==> src/rtl/bcd_to_bin_pkg.sv <==
// Shared types and constants for the BCD-to-binary converter.
package bcd_to_bin_pkg;

    localparam int unsigned DIGIT_W = 4;

    typedef enum logic [1:0] {
        IDLE   = 2'd0,
        SHIFT  = 2'd1,
        FINISH = 2'd2
    } state_t;

    localparam logic [DIGIT_W-1:0] BCD_DIGIT_MAX  = 4'd9;
    localparam logic [DIGIT_W-1:0] BCD_ADJ_THRESH = 4'd8;
    localparam logic [DIGIT_W-1:0] BCD_ADJ_SUB    = 4'd3;

endpackage

==> src/rtl/bcd_digit_adj.sv <==
// Reverse double-dabble digit correction: digits of 8 or more lose 3 after a right shift.
module bcd_digit_adj
    import bcd_to_bin_pkg::*;
(
    input  logic [DIGIT_W-1:0] d,
    output logic [DIGIT_W-1:0] q
);

    always_comb begin
        q = d;
        if (d >= BCD_ADJ_THRESH) q = d - BCD_ADJ_SUB;
    end

endmodule

==> src/rtl/bcd_to_bin.sv <==
// Sequential BCD-to-binary converter with Start/Busy/Done handshake.
// Optional BCD_RANGE_CHECK_EN rejects requests containing digits above 9 (Err with Done).
module bcd_to_bin
    import bcd_to_bin_pkg::*;
#(
    parameter int unsigned DIGITS = 4,
    parameter int unsigned BIN_W  = 14
) (
    input  logic                      Clock,
    input  logic                      Reset,
    input  logic                      Start,
    input  logic [DIGIT_W*DIGITS-1:0] Bcd_in,
    output logic [BIN_W-1:0]          Bin_out,
    output logic                      Busy,
    output logic                      Done,
    output logic                      Err
);

    localparam int unsigned SR_W  = DIGIT_W * DIGITS;
    localparam int unsigned CNT_W = $clog2(SR_W);

    state_t state;
    state_t state_nx;

    logic [SR_W-1:0]  bcd_r;
    logic [SR_W-1:0]  bin_r;
    logic [SR_W-1:0]  bcd_sh;
    logic [SR_W-1:0]  bin_sh;
    logic [SR_W-1:0]  bcd_adj;
    logic [CNT_W-1:0] cnt;
    logic             bad_c;
    logic             load_c;
    logic             shift_c;
    logic             finish_c;

    // Combined register shifted right by one, then each BCD digit corrected.
    always_comb begin
        {bcd_sh, bin_sh} = {bcd_r, bin_r} >> 1;
    end

    for (genvar g = 0; g < DIGITS; g++) begin : g_adj
        bcd_digit_adj u_adj (
            .d(bcd_sh[DIGIT_W*g +: DIGIT_W]),
            .q(bcd_adj[DIGIT_W*g +: DIGIT_W])
        );
    end

`ifdef BCD_RANGE_CHECK_EN
    logic err_r;

    always_comb begin
        bad_c = 1'b0;
        for (int i = 0; i < int'(DIGITS); i++) begin
            if (Bcd_in[DIGIT_W*i +: DIGIT_W] > BCD_DIGIT_MAX) bad_c = 1'b1;
        end
    end
`else
    assign bad_c = 1'b0;
    assign Err   = 1'b0;
`endif

    // State register
    always_ff @(posedge Clock) begin
        if (Reset) state <= IDLE;
        else       state <= state_nx;
    end

    // Next-state logic
    always_comb begin
        state_nx = state;
        case (state)
            IDLE:    if (Start) state_nx = bad_c ? FINISH : SHIFT;
            SHIFT:   if (cnt == CNT_W'(SR_W - 1)) state_nx = FINISH;
            FINISH:  state_nx = IDLE;
            default: state_nx = IDLE;
        endcase
    end

    // Datapath controls decoded from state
    always_comb begin
        load_c   = 1'b0;
        shift_c  = 1'b0;
        finish_c = 1'b0;
        case (state)
            IDLE:    load_c   = Start;
            SHIFT:   shift_c  = 1'b1;
            FINISH:  finish_c = 1'b1;
            default: ;
        endcase
    end

    // Shift register, counter and registered outputs
    always_ff @(posedge Clock) begin
        if (Reset) begin
            bcd_r   <= '0;
            bin_r   <= '0;
            cnt     <= '0;
            Bin_out <= '0;
            Busy    <= 1'b0;
            Done    <= 1'b0;
        end else begin
            Busy <= (state_nx == SHIFT);
            Done <= finish_c;
            if (load_c) begin
                bcd_r <= Bcd_in;
                bin_r <= '0;
                cnt   <= '0;
            end else if (shift_c) begin
                bcd_r <= bcd_adj;
                bin_r <= bin_sh;
                cnt   <= cnt + CNT_W'(1);
            end
`ifdef BCD_RANGE_CHECK_EN
            if (finish_c) Bin_out <= err_r ? '0 : bin_r[BIN_W-1:0];
`else
            if (finish_c) Bin_out <= bin_r[BIN_W-1:0];
`endif
        end
    end

`ifdef BCD_RANGE_CHECK_EN
    // Rejection flag captured at acceptance, presented with Done
    always_ff @(posedge Clock) begin
        if (Reset) begin
            err_r <= 1'b0;
            Err   <= 1'b0;
        end else begin
            if (load_c) err_r <= bad_c;
            Err <= finish_c & err_r;
        end
    end
`endif

endmodule

==> config.mk <==
export PLATFORM = sky130hd
export DESIGN_NAME = bcd_to_bin
export DESIGN_NICKNAME = d
export VERILOG_FILES = /design/src/rtl/bcd_to_bin_pkg.sv /design/src/rtl/bcd_digit_adj.sv /design/src/rtl/bcd_to_bin.sv
export SDC_FILE = /design/constraint.sdc
export NUM_CORES = 1
export LEC_CHECK = 0
export CORE_ASPECT_RATIO = 0.75
export CORE_UTILIZATION = 30
export CTS_BUF_LIST = sky130_fd_sc_hd__clkbuf_8 sky130_fd_sc_hd__clkbuf_16
export CTS_CLUSTER_DIAMETER = 30
export DETAILED_ROUTE_END_ITERATION = 6
export SLEW_MARGIN = 20
export SYNTH_ARGS = -nofsm -noshare
export SYNTH_HDL_FRONTEND = slang
export SYNTH_SLANG_ARGS = --single-unit
==> constraint.sdc <==
create_clock -name Clock -period 1.8 [get_ports Clock]
set_input_delay 0.45 -clock Clock [delete_from_list [all_inputs] [get_ports Clock]]
set_output_delay 0.45 -clock Clock [all_outputs]
set_load 0.03 [all_outputs]
==> results of run 1 <==
path summary, 6_finish.rpt:
path / from / end / slack (ps) / depth (start not counted)
setup / recovery: Bin_out[13]$_SDFFE_PP0P_ / Bin_out[13] / 50 / 1
hold / removal: Bin_out[1]$_SDFFE_PP0P_ / Bin_out[1]$_SDFFE_PP0P_ / 460 / 2
setup reg to reg: state[0]$_SDFF_PP0_ / cnt[0]$_SDFFE_PP0P_ / 210 / 4
hold reg to reg: Bin_out[1]$_SDFFE_PP0P_ / Bin_out[1]$_SDFFE_PP0P_ / 460 / 2
layout by cell type, fill, tap and decap left out:
cell             count
conb_1               1
o21ai_0              1
ha_1                 7
xor2_1               4
a21oi_1             37
or3_1                1
nor4b_2              1
o311ai_0             3
clkdlybuf4s50_1     28
nand2b_1             4
a211oi_1             3
dfxtp_1             54
nor2b_2              1
nand2b_2             2
nor3b_1              1
inv_1               11
nor3b_2              1
or3b_1               1
buf_4               20
nand4_1              3
buf_12               1
clkbuf_8             6
xnor2_1              4
mux2i_1              3
nor3_1               3
nand3b_1             4
a221o_1              3
or4_1                3
or2b_1               1
dlymetal6s2s_1       6
nor2b_1              4
o21ba_2              1
nand2_1             66
nor2_1              16
nand3_1              3
o211ai_1             3
bufinv_16            1
or3b_2               1
o22ai_1              6
power groups by stage:
stage | Combinational (mW) | Sequential (mW) | Clock, mW
after global placement | 0.296 | 1.31 | 0
after floorplan | 0.179 | 1.30 | 0
final | 0.301 | 1.28 | 0.812
after global routing | 0.334 | 1.29 | 0.894
after detailed placement | 0.300 | 1.31 | 0
after CTS | 0.301 | 1.28 | 0.841
timing repair:
item                                    CTS  global route
hold buffers                              0             0
endpoints found under the setup margin    0             6
gates resized for setup                   0             6
Yosys cell counts, drive strengths merged:
cell type and number:
xnor2 4, ha 7, clkbuf 4, o211ai 3, a211oi 3, nor2 16
or3 1, nand3 3, mux2i 3, nor3 3, nand4 3, conb 1
o311ai 3, or4 3, a21oi 37, nor3b 2, o22ai 6, nand3b 4
xor2 4, nor2b 5, or3b 2, or2b 1, o21ba 1, buf 12
inv 11, a221o 3, nand2b 6, dfxtp 54, nand2 66, nor4b 1
o21ai 1
metrics by stage:
step           TNS (ps)  utilization  cells  total power, mW  hold slack, ps
6_report              0        0.403    420             2.39             456
5_1_grt               0        0.403    420             2.52             483
4_1_cts               0        0.401    420             2.42             461
3_5_place_dp      -2330        0.386    413             1.61             448
3_3_place_gp      -2180        0.386    413             1.60             440
2_1_floorplan         0            -    273             1.48             432
layer usage:
layer	global-route usage	vias to the layer above	wire, µm
li1	-	1004	-
met1	0.181	911	2510
met2	0.209	27	2150
met3	0.0225	5	136
met4	0.0423	0	33
met5	0	-	0
flip-flops by register name (all words and copies together), names as in the netlist:
| register | count |
|---|---|
| bcd_r | 16 |
| bin_r | 16 |
| Bin_out | 14 |
| cnt | 4 |
| state | 2 |
| Busy | 1 |
| Done | 1 |
area by class of cell:
class / count / share of cell area
clock buffer: 6 / 0.0278
tap: 101 / 0.0426
clock inverter: 1 / 0.0101
multi-input combinational: 192 / 0.365
sequential: 54 / 0.364
timing repair buffer: 55 / 0.177
inverter: 11 / 0.0139
cells by family (layout without fill, tap and decap cells):
family	after synthesis	in the layout	synth area share
adder cells (fa/ha/maj)	7	7	0.0382
multiplexers	3	3	0.0131
AO/OA/AOI/OAI	57	57	0.148
XOR/XNOR	8	8	0.0306
flip-flops	54	54	0.472
buffers and inverters	27	73	0.0552
AND/OR/NAND/NOR	116	116	0.241
other	1	1	0.00164
==> results.yml, run 1 <==
power:
  internal-power_mw: 1.83
  pwr-share-clk: 0.339
  leakage_nw: 1.15
  sw_frac_of_total: 0.233
  peakVddDrop_v: 0.000294
  p_comb_frac: 0.126
  pwr_density_cell_nw_per_um2: 806
  p_seq_frac: 0.535
  p_sw_uw: 558
die:
  initial_core_util: 0.311
  die_h_um: 77.7
  die_x_um: 103
  io-pin-count: 36
  core-area_um2: 7360
  rows: 27
  die_area_um2: 7990
setup_path:
  crit_chain: "clkdlybuf4s50_1"
  critical_path_class: "reg -> out"
  worstPathMaxFanout: 2
  cp_top_family: "buffers and inverters"
  cp-end-kind: "output pin"
  start_kind: "flop"
  worst_ep_arrival_time_ps: 1300
  cp_slowest_cell: "clkdlybuf4s50_1"
  cpPeakStageDelay_ps: 670
  crit_buf_inv: 1
  worstPathRequired_ps: 1350
clock_network:
  clk_pin_slew_ps: 90
  cts.htree.levels: 2
  root_buffer: "clkbuf_8"
  cts_tree: "built"
  clk_path_buf_depth: 2
  cts_setup_buffers: 0
  cts_made_buffers: 5
  cts.sinks: 54
  worstSkewPairLatency_ps: 300
yosys:
  yosys.area.top_type_share: 0.472
  synth_top_area_cell: "dfxtp_1"
  yosys_register_bits: 54
  yosysSeqAreaShare: 0.472
  synthDistinctLibCells: 36
  synth.area.top_cells: "dfxtp_1, nand2_1, a21oi_1"
  yosysWarnings: 0
  syn-num-nets: 299
  syn-cell-area_um2: 2290
  syn_inst: 273
  syn_area_per_cell_um2: 8.39
sta:
  final-hold-violation-count: 0
  worst_slew_margin_rel: 0.646
  max_freq_mhz: 571
  worstMarginPinSlew_ps: 530
  layout_setup_ws_ps: 48.0
  finalClockSkew_ps: 6.08
  finalSetupViolCount: 0
  min_period_ps: 1750
  slew_viol_final: 0
  finalCritPeriodShare: 0.973
  rsz0062_at_grt: "no"
routing:
  wl_mm: 4.83
  drtPass1Iterations: 7
  antenna_left: 0
  drt-initial-drc-count: 78
  vias_per_cell: 4.64
  route.detailed.drc: 1
  post_drt_wl_per_cell_um: 11.5
  num_vias: 1947
flow_run:
  cap_violations: 0
outcome:
  violations: "DRC"
  status: "finished, violations left"
global_routing:
  grt_start_max_net_pins: 21
  antenna_found_initial: 0
  gr-usage-all-layers: 0.132
  grt_pass1_wl_mm: 8.47
  grt_pass1_vias: 1925
  grt-ovfl-total: 0
finish:
  fin_area_um2: 2970
  seqCellArea_um2: 1080
  fill_cells: 743
  nets: 345
  final_layout_size_suffix_gt1_frac: 0.110
  area_delta_synth_final_pct: 29.7
  multiInputGateArea_um2: 1080
  num_antenna_cells: 0
placed_design:
  gp_congestion: 0.764
  post-place-ws_ps: -131
  place_area_um2: 2840
  hpwl_mm: 3.57
  portBuffers: 34
worst_hold_path:
  hold_path.class: "reg -> reg"
(Power assumes the default switching activity.)
==> run 2, diff against run 1 <==
- CORE_UTILIZATION: 30 -> 36
- HOLD_SLACK_MARGIN: default -> 0.06
==> results.yml, run 2 (same netlist as run 1, synthesis figures left out) <==
routing:
  post_drt_wl_per_cell_um: 12.7
  vias_per_cell: 4.86
  num_vias: 1926
  drt-initial-drc-count: 78
  drtPass1Iterations: 4
  route.detailed.drc: 0
  wl_mm: 5.02
  antenna_left: 0
setup_path:
  worstPathMaxFanout: 2
  start_kind: "flop"
  cp_top_family: "buffers and inverters"
  cp-end-kind: "output pin"
  worst_ep_arrival_time_ps: 1300
  worstPathRequired_ps: 1350
  cp_slowest_cell: "clkdlybuf4s50_1"
  crit_chain: "clkdlybuf4s50_1"
  crit_buf_inv: 1
  cpPeakStageDelay_ps: 660
  ff2ff_path_depth: 3
  critical_path_class: "reg -> out"
  crit_cells: 1
finish:
  most-common-layout-cells: "nand2_1, dfxtp_1, a21oi_1"
  mostFrequentLayoutCell: "nand2_1"
  area_delta_synth_final_pct: 27.5
  multiInputGateArea_um2: 1080
  seqCellArea_um2: 1080
  final_layout_size_suffix_gt1_frac: 0.107
  fill_cells: 602
  num_antenna_cells: 0
  reg_top3: "bcd_r (16), bin_r (16), Bin_out (14)"
  nets: 343
  stdcell_count: 396
die:
  die_area_um2: 6690
  rows: 24
  io-pin-count: 36
  initial_core_util: 0.383
  die_x_um: 94.1
  die_h_um: 71.1
  core-area_um2: 5980
clock_network:
  worstSkewPairLatency_ps: 310
  cts.htree.levels: 2
  cts_setup_buffers: 0
  clk_pin_slew_ps: 100
  cts_made_buffers: 5
  cts.sinks: 54
  cts_resized: 1
  hold_buffers: 0
  clk_path_buf_depth: 2
  root_buffer: "clkbuf_8"
  cts_tree: "built"
placed_design:
  gp_congestion: 0.846
  portBuffers: 34
  place_inst: 388
  hpwl_mm: 3.64
  post-place-ws_ps: -113
sta:
  finalCritPeriodShare: 0.975
  worst_slew_margin_rel: 0.664
  slew_viol_final: 0
  min_period_ps: 1750
  fin_tns_setup_ps: 0
  final-hold-violation-count: 0
  max_freq_mhz: 570
  worstMarginPinSlew_ps: 503
  finalSetupViolCount: 0
  layout_setup_ws_ps: 45.0
  rsz0062_at_grt: "no"
  finalClockSkew_ps: 9.55
global_routing:
  grt_pass1_vias: 1804
  gr-usage-all-layers: 0.162
  antenna_found_initial: 0
  grt_pass1_wl_mm: 8.37
  grt_start_max_net_pins: 21
  grt-ovfl-total: 0
worst_hold_path:
  hold-path-cell-count: 2
  hold_path.class: "reg -> reg"
power:
  pwr_density_cell_nw_per_um2: 782
  peakVddDrop_v: 0.000278
  leakage_nw: 1.24
flow_run:
  cap_violations: 0
outcome:
  status: "complete, no violations"
## run 2: worst paths after layout
check,start,endpoint,slack [ps]
worst max-delay path,Bin_out[2]$_SDFFE_PP0P_,Bin_out[2],50
worst min-delay path,bin_r[15]$_SDFFE_PP0P_,bin_r[14]$_SDFFE_PP0P_,460
worst max register to register,state[0]$_SDFF_PP0_,bcd_r[6]$_SDFFE_PP0P_,290
worst min register to register,bin_r[15]$_SDFFE_PP0P_,bin_r[14]$_SDFFE_PP0P_,460
## run 2: power by group
part / switching (mW) / internal, mW
clock network: 0.422 / 0.282
registers: 0.0496 / 1.23
logic: 0.143 / 0.153
## run 2: metrics by stage
stage	instance area, µm²	util	hold WS (ps)	power, mW
3_3_place_gp	2800	0.468	441	1.60
6_report	2920	0.489	457	2.28
2_1_floorplan	2290	-	432	1.48
3_5_place_dp	2800	0.468	445	1.61
4_1_cts	2890	0.484	459	2.30
5_1_grt	2920	0.489	474	2.39
## run 2: routing by layer
metal	up-vias	share of wire	GRT usage
li1	1002	-	-
met1	878	0.54	0.231
met2	38	0.41	0.239
met3	8	0.035	0.0323
met4	0	0.016	0.0615
met5	-	0	0
## run 2: cell type report
cell class | count | share of cell area
Sequential cell | 54 | 0.370
Multi-Input combinational cell | 192 | 0.371
Tap cell | 78 | 0.0334
Clock inverter | 3 | 0.00857
Clock buffer | 5 | 0.0236
Inverter | 11 | 0.0141
Timing Repair Buffer | 53 | 0.180
==> RTL change 1: new RTL, settings of run 1 <==
The option `BCD_RANGE_CHECK_EN` is turned on by a define.
--- a/src/rtl/bcd_to_bin.sv
+++ b/src/rtl/bcd_to_bin.sv
@@ -1,5 +1,7 @@
 // Sequential BCD-to-binary converter with Start/Busy/Done handshake.
 // Optional BCD_RANGE_CHECK_EN rejects requests containing digits above 9 (Err with Done).
+`define BCD_RANGE_CHECK_EN
+
 module bcd_to_bin
     import bcd_to_bin_pkg::*;
 #(
Function: changed (a bounded check fails within 4 cycles, from zero or initial values and one cycle with Reset high).
==> RTL change 1 against run 1 <==
Total power fell by 2.9%. Cell count decreased by 4.3%. Highest routed layer unchanged. Sequential cell count up 2. Fmax is 0.29% lower. Area after synthesis increased by 3.4%. Wire length is 4.1% higher. Largest cell class unchanged. Global-route usage decreased by 0.38 points. Worst setup slack lost 0.0050 ns. Design area rose by 1.6%. Via count down 3.8%.
==> RTL change 1: results (changes against run 1) <==
Worst Tran Pin Value -> 0.597 ns (+0.0671 ns)
Leak pwr -> 1.32 nW (+15%)
Status -> complete, no violations
# H-tree levels -> 2 (unchanged)
Worst EP arrival -> 1.31 ns
Initial DRC count -> 56 (-28%)
Number of I/O port buffers -> 35 (+2.9%)
VDD IR max -> 0.283 mV (-3.9%)
Nets -> 326 (-5.5%)
Vias in the first global route -> 1,777 (-7.7%)
First-pass detailed-route iteration total -> 4 (-3)
Vias -> 1,873 (-3.8%)
Synth cell types -> 40 (+11%)
Net Count, Synth -> 284 (-5.0%)
Most frequent cells after synthesis -> dfxtp_1, nand2_1, a21oi_1, a22o_1, nor2_1
Via/cell ratio -> 4.66 (+0.51%)
Most area-consuming cells after synthesis -> dfxtp_1, a22o_1, nand2_1, a21oi_1, ha_1
HPWL after DPL -> 3.65 mm (+2.3%)
Register area share after synthesis -> 47.4% (+0.14 points)
Largest net degree at the start of global routing -> 24 (+14%)
Dpl cells -> 394 (-4.6%)
Global-route wire length before repair -> 8.51 mm (+0.48%)
Syn_area_per_cell -> 9.18 um^2 (+9.4%)
Routability cong. -> 0.829 (+8.5%)
Layout cells sized above 1 -> 10.6% (-0.34 points)
DP Area -> 2890 um^2 (+1.8%)
Clock skew -> 0.00694 ns (+0.000857 ns)
[RTL change 1: worst paths after layout]
check,from,endpoint,slack [ns],cells after the start
max,Bin_out[10],Bin_out[10],0.04,1
min reg2reg,bin_r[14],bin_r[13],0.46,2
max reg2reg,state[1],Bin_out[8],0.22,3
min,bin_r[14],bin_r[13],0.46,2
[RTL change 1: power breakdown]
group	internal [mW]	switching, mW	leakage (nW)	total [mW]
logic	0.157	0.146	0.822	0.303
clock network	0.308	0.390	0.0486	0.698
registers	1.28	0.0459	0.455	1.32
total	1.74	0.582	1.32	2.32
[RTL change 1: final cells by class]
cell class | instances | area, um^2
Clock buffer | 6 | 82.6
Clock inverter | 2 | 11.3
Multi-Input combinational cell | 179 | 1130
Tap cell | 101 | 126
Inverter | 7 | 26.3
Fill cell | 756 | 4480
Sequential cell | 56 | 1120
Timing Repair Buffer | 51 | 515
[RTL change 1: layer usage]
metal / vias to the layer above / track usage (%) / part of all wire (%)
met4: 0 / 3.80 / 0.44
met2: 20 / 19.9 / 44
met5: - / 0 / 0
li1: 989 / - / -
met3: 2 / 2.30 / 2.5
met1: 862 / 18.1 / 53
[RTL change 1: kinds of logic after synthesis]
family / Yosys count / share of synthesized area, %
buffers and inverters: 23 / 4.70
flip-flops: 56 / 47.4
multiplexers: 6 / 2.70
adder cells (fa/ha/maj): 7 / 3.70
AO/OA/AOI/OAI: 75 / 21.0
AND/OR/NAND/NOR: 83 / 17.6
XOR/XNOR: 8 / 2.96
[RTL change 1: timing repair]
item | in CTS | in global routing
endpoints found under the hold margin | 0 | 0
gates resized for setup | 0 | 13
setup endpoints to repair | 0 | 13
==> RTL change 2: new RTL, config.mk and constraints of run 1 <==
Made on the original files. Register the input `Start` before use, cleared by the reset. The logic sees it one clock later. The other inputs are not delayed to match.
--- a/src/rtl/bcd_to_bin.sv
+++ b/src/rtl/bcd_to_bin.sv
@@ -18,6 +18,16 @@
 
     localparam int unsigned SR_W  = DIGIT_W * DIGITS;
     localparam int unsigned CNT_W = $clog2(SR_W);
+
+    logic Start_q;
+
+    always_ff @(posedge Clock) begin
+        if (Reset) begin
+            Start_q <= '0;
+        end else begin
+            Start_q <= Start;
+        end
+    end
 
     state_t state;
     state_t state_nx;
@@ -69,7 +79,7 @@
     always_comb begin
         state_nx = state;
         case (state)
-            IDLE:    if (Start) state_nx = bad_c ? FINISH : SHIFT;
+            IDLE:    if (Start_q) state_nx = bad_c ? FINISH : SHIFT;
             SHIFT:   if (cnt == CNT_W'(SR_W - 1)) state_nx = FINISH;
             FINISH:  state_nx = IDLE;
             default: state_nx = IDLE;
@@ -82,7 +92,7 @@
         shift_c  = 1'b0;
         finish_c = 1'b0;
         case (state)
-            IDLE:    load_c   = Start;
+            IDLE:    load_c   = Start_q;
             SHIFT:   shift_c  = 1'b1;
             FINISH:  finish_c = 1'b1;
             default: ;
Formal check against the unedited RTL: not equivalent (a bounded check fails within 4 cycles, from zero or initial values and one cycle with Reset high).
==> RTL change 2 against run 1 <==
Design area down 1.5%. Combinational power is 16% lower. Total power is 4.1% lower. Sequential share of layout area is 1.2 points higher. Critical path depth is the same. Area after synthesis is 1.8% higher. Via count is 1.7% lower. Sequential cell count up 1. Worst setup slack got worse by 0.011 ns. Wire length up 0.62%. Critical endpoint is now Bin_out[0].
==> RTL change 2: results (changes against run 1) <==
Global-route wire length before repair -> 8.36 mm (-1.3%)
Most frequent cells after synthesis -> nand2_1, dfxtp_1, a21oi_1, nor2_1, inv_1
CTS Root Cell -> clkbuf_8
Via/cell ratio -> 4.62 (-0.32%)
Clock Latency Late Sink -> 0.31 ns
Clock skew -> 0.00834 ns (+0.00226 ns)
DP Area -> 2800 um^2 (-1.3%)
Worst R2R Setup Slack -> 0.14 ns (-0.07 ns)
First-pass detailed-route iteration total -> 4 (-3)
WHS Endpoint -> bin_r[13]
FF-to-FF Start -> state[0]
Initial DRC count -> 82 (+5.1%)
HPWL after DPL -> 3.58 mm (+0.12%)
R2R cell count -> 3 (-1)
Switching Share -> 24.5% (+1.1 points)
Dpl cells -> 406 (-1.7%)
VDD IR max -> 0.303 mV (+2.8%)
CP Data Required Time -> 1.35 ns (about the same)
Async S/R FF share, synth -> 0% (unchanged)
Layout cells sized above 1 -> 8.31% (-2.7 points)
Post-CTS setup buffer count -> 0 (unchanged)
Total wire length -> 4.86 mm (+0.62%)
Number of I/O port buffers -> 34 (unchanged)
Largest net degree at the start of global routing -> 21 (unchanged)
Vias in the first global route -> 1,837 (-4.6%)
Worst path slowest cell -> clkdlybuf4s50_1
Status -> complete, no violations
FF-to-FF End -> bcd_r[2]
Vias -> 1,913 (-1.7%)
Routability cong. -> 0.757 (-0.90%)
Worst slack at placement -> -0.0606 ns (+0.0708 ns)
GR Util All Layers -> 13.0% (-0.23 points)
Synth cell types -> 35 (-2.8%)
Cell count after synthesis -> 275 (+0.73%)
Biggest regs -> bcd_r (16), bin_r (16), Bin_out (14)
Clock transition at the registers of the reported paths -> 0.10 ns
Hold/Removal Path Class -> reg2reg
Register area share after synthesis -> 47.2% (about the same)
Leak pwr -> 1.15 nW (+0.30%)
Clock Tree Buf Depth -> 2 (unchanged)
Slew headroom -> 58.3% (-6.3 points)
Most area-consuming cells after synthesis -> dfxtp_1, nand2_1, a21oi_1, ha_1, buf_4
Warnings, synthesis -> 0 (unchanged)
Net Count, Synth -> 301 (+0.67%)
Ant. Diodes -> 0 (unchanged)
CTS Buf Count -> 5 (unchanged)
CP delay by family, top -> buffers and inverters
Antenna violations before repair -> 0 (unchanged)
Worst path max stage delay -> 0.66 ns
Crit path max fanout -> 2 (unchanged)
Nets -> 338 (-2.0%)
# fillers -> 765 (+3.0%)
Hold Path Cell Cnt -> 2 (unchanged)
# H-tree levels -> 2 (unchanged)
Hold path start -> bin_r[14]
-- RTL change 2: changes by cell type in the layout (fill, tap and decap cells not counted), moves of 2 or more --
| cell | run 1 | this run |
|---|---|---|
| buf_4 | 20 | 11 |
| o311ai_1 | 0 | 3 |
| clkdlybuf4s50_1 | 28 | 24 |
| dlygate4sd2_1 | 0 | 2 |
| dlymetal6s2s_1 | 6 | 8 |
| o311ai_0 | 3 | 0 |
-- RTL change 2: cell families after synthesis --
kind of cell / count (synthesis) / share of synthesized area [%]
buf+inv: 27 / 5.90
other cells: 1 / 0.161
compound gates: 57 / 14.5
flops: 55 / 47.2
mux: 3 / 1.29
simple gates: 117 / 24.1
fa+ha+maj: 7 / 3.76
xor+xnor: 8 / 3.01
-- RTL change 2: power groups by stage --
stage / Combinational (mW) / Clock [mW] / Sequential, mW
floorplan: 0.165 / 0 / 1.31
global placement: 0.252 / 0 / 1.32
detailed placement: 0.256 / 0 / 1.32
CTS: 0.257 / 0.767 / 1.30
global route: 0.285 / 0.810 / 1.30
finish: 0.254 / 0.744 / 1.30
-- RTL change 2: cell type report --
| type | count | share of cell area [%] |
|---|---|---|
| flip-flops and latches | 55 | 37.6 |
| multi-input cells | 193 | 37.3 |
| repair buffers | 46 | 15.7 |
| well taps | 101 | 4.32 |
| clock buffers | 7 | 3.29 |
| inverters | 11 | 1.41 |
| clock inverters | 1 | 0.257 |
-- RTL change 2: routing by layer --
layer / track usage [%] / wire, um / vias to the layer above
met1: 16.2 / 2470 / 887
li1: - / - / 992
met3: 2.91 / 157 / 10
met2: 20.8 / 2110 / 24
met4: 7.43 / 128 / 0
met5: 0 / 0 / -
-- RTL change 2: worst max-delay path by stage --
| stage | start | endpoint | slack, ns |
|---|---|---|---|
| after floorplan | state[1] | bcd_r[1] | 0.55 |
| after global placement | Reset | bcd_r[2] | -0.04 |
| after detailed placement | Reset | bcd_r[10] | -0.06 |
| after CTS | Bin_out[6] | Bin_out[6] | 0.006 |
| after global routing | Bin_out[3] | Bin_out[3] | 0.003 |
| final | Bin_out[0] | Bin_out[0] | 0.04 |
-- RTL change 2: what timing repair did --
item,4_1_cts,5_1_grt
endpoints found under the setup margin,2,8
endpoints found under the hold margin,0,0
resized for setup,2,8
-- RTL change 2: through the flow --
step	utilization, %	hold WS [ns]
detailed placement	37.7	0.442
CTS	39.1	0.448
finish	39.4	0.446
global route	39.4	0.478
global placement	37.7	0.440
floorplan	-	0.432
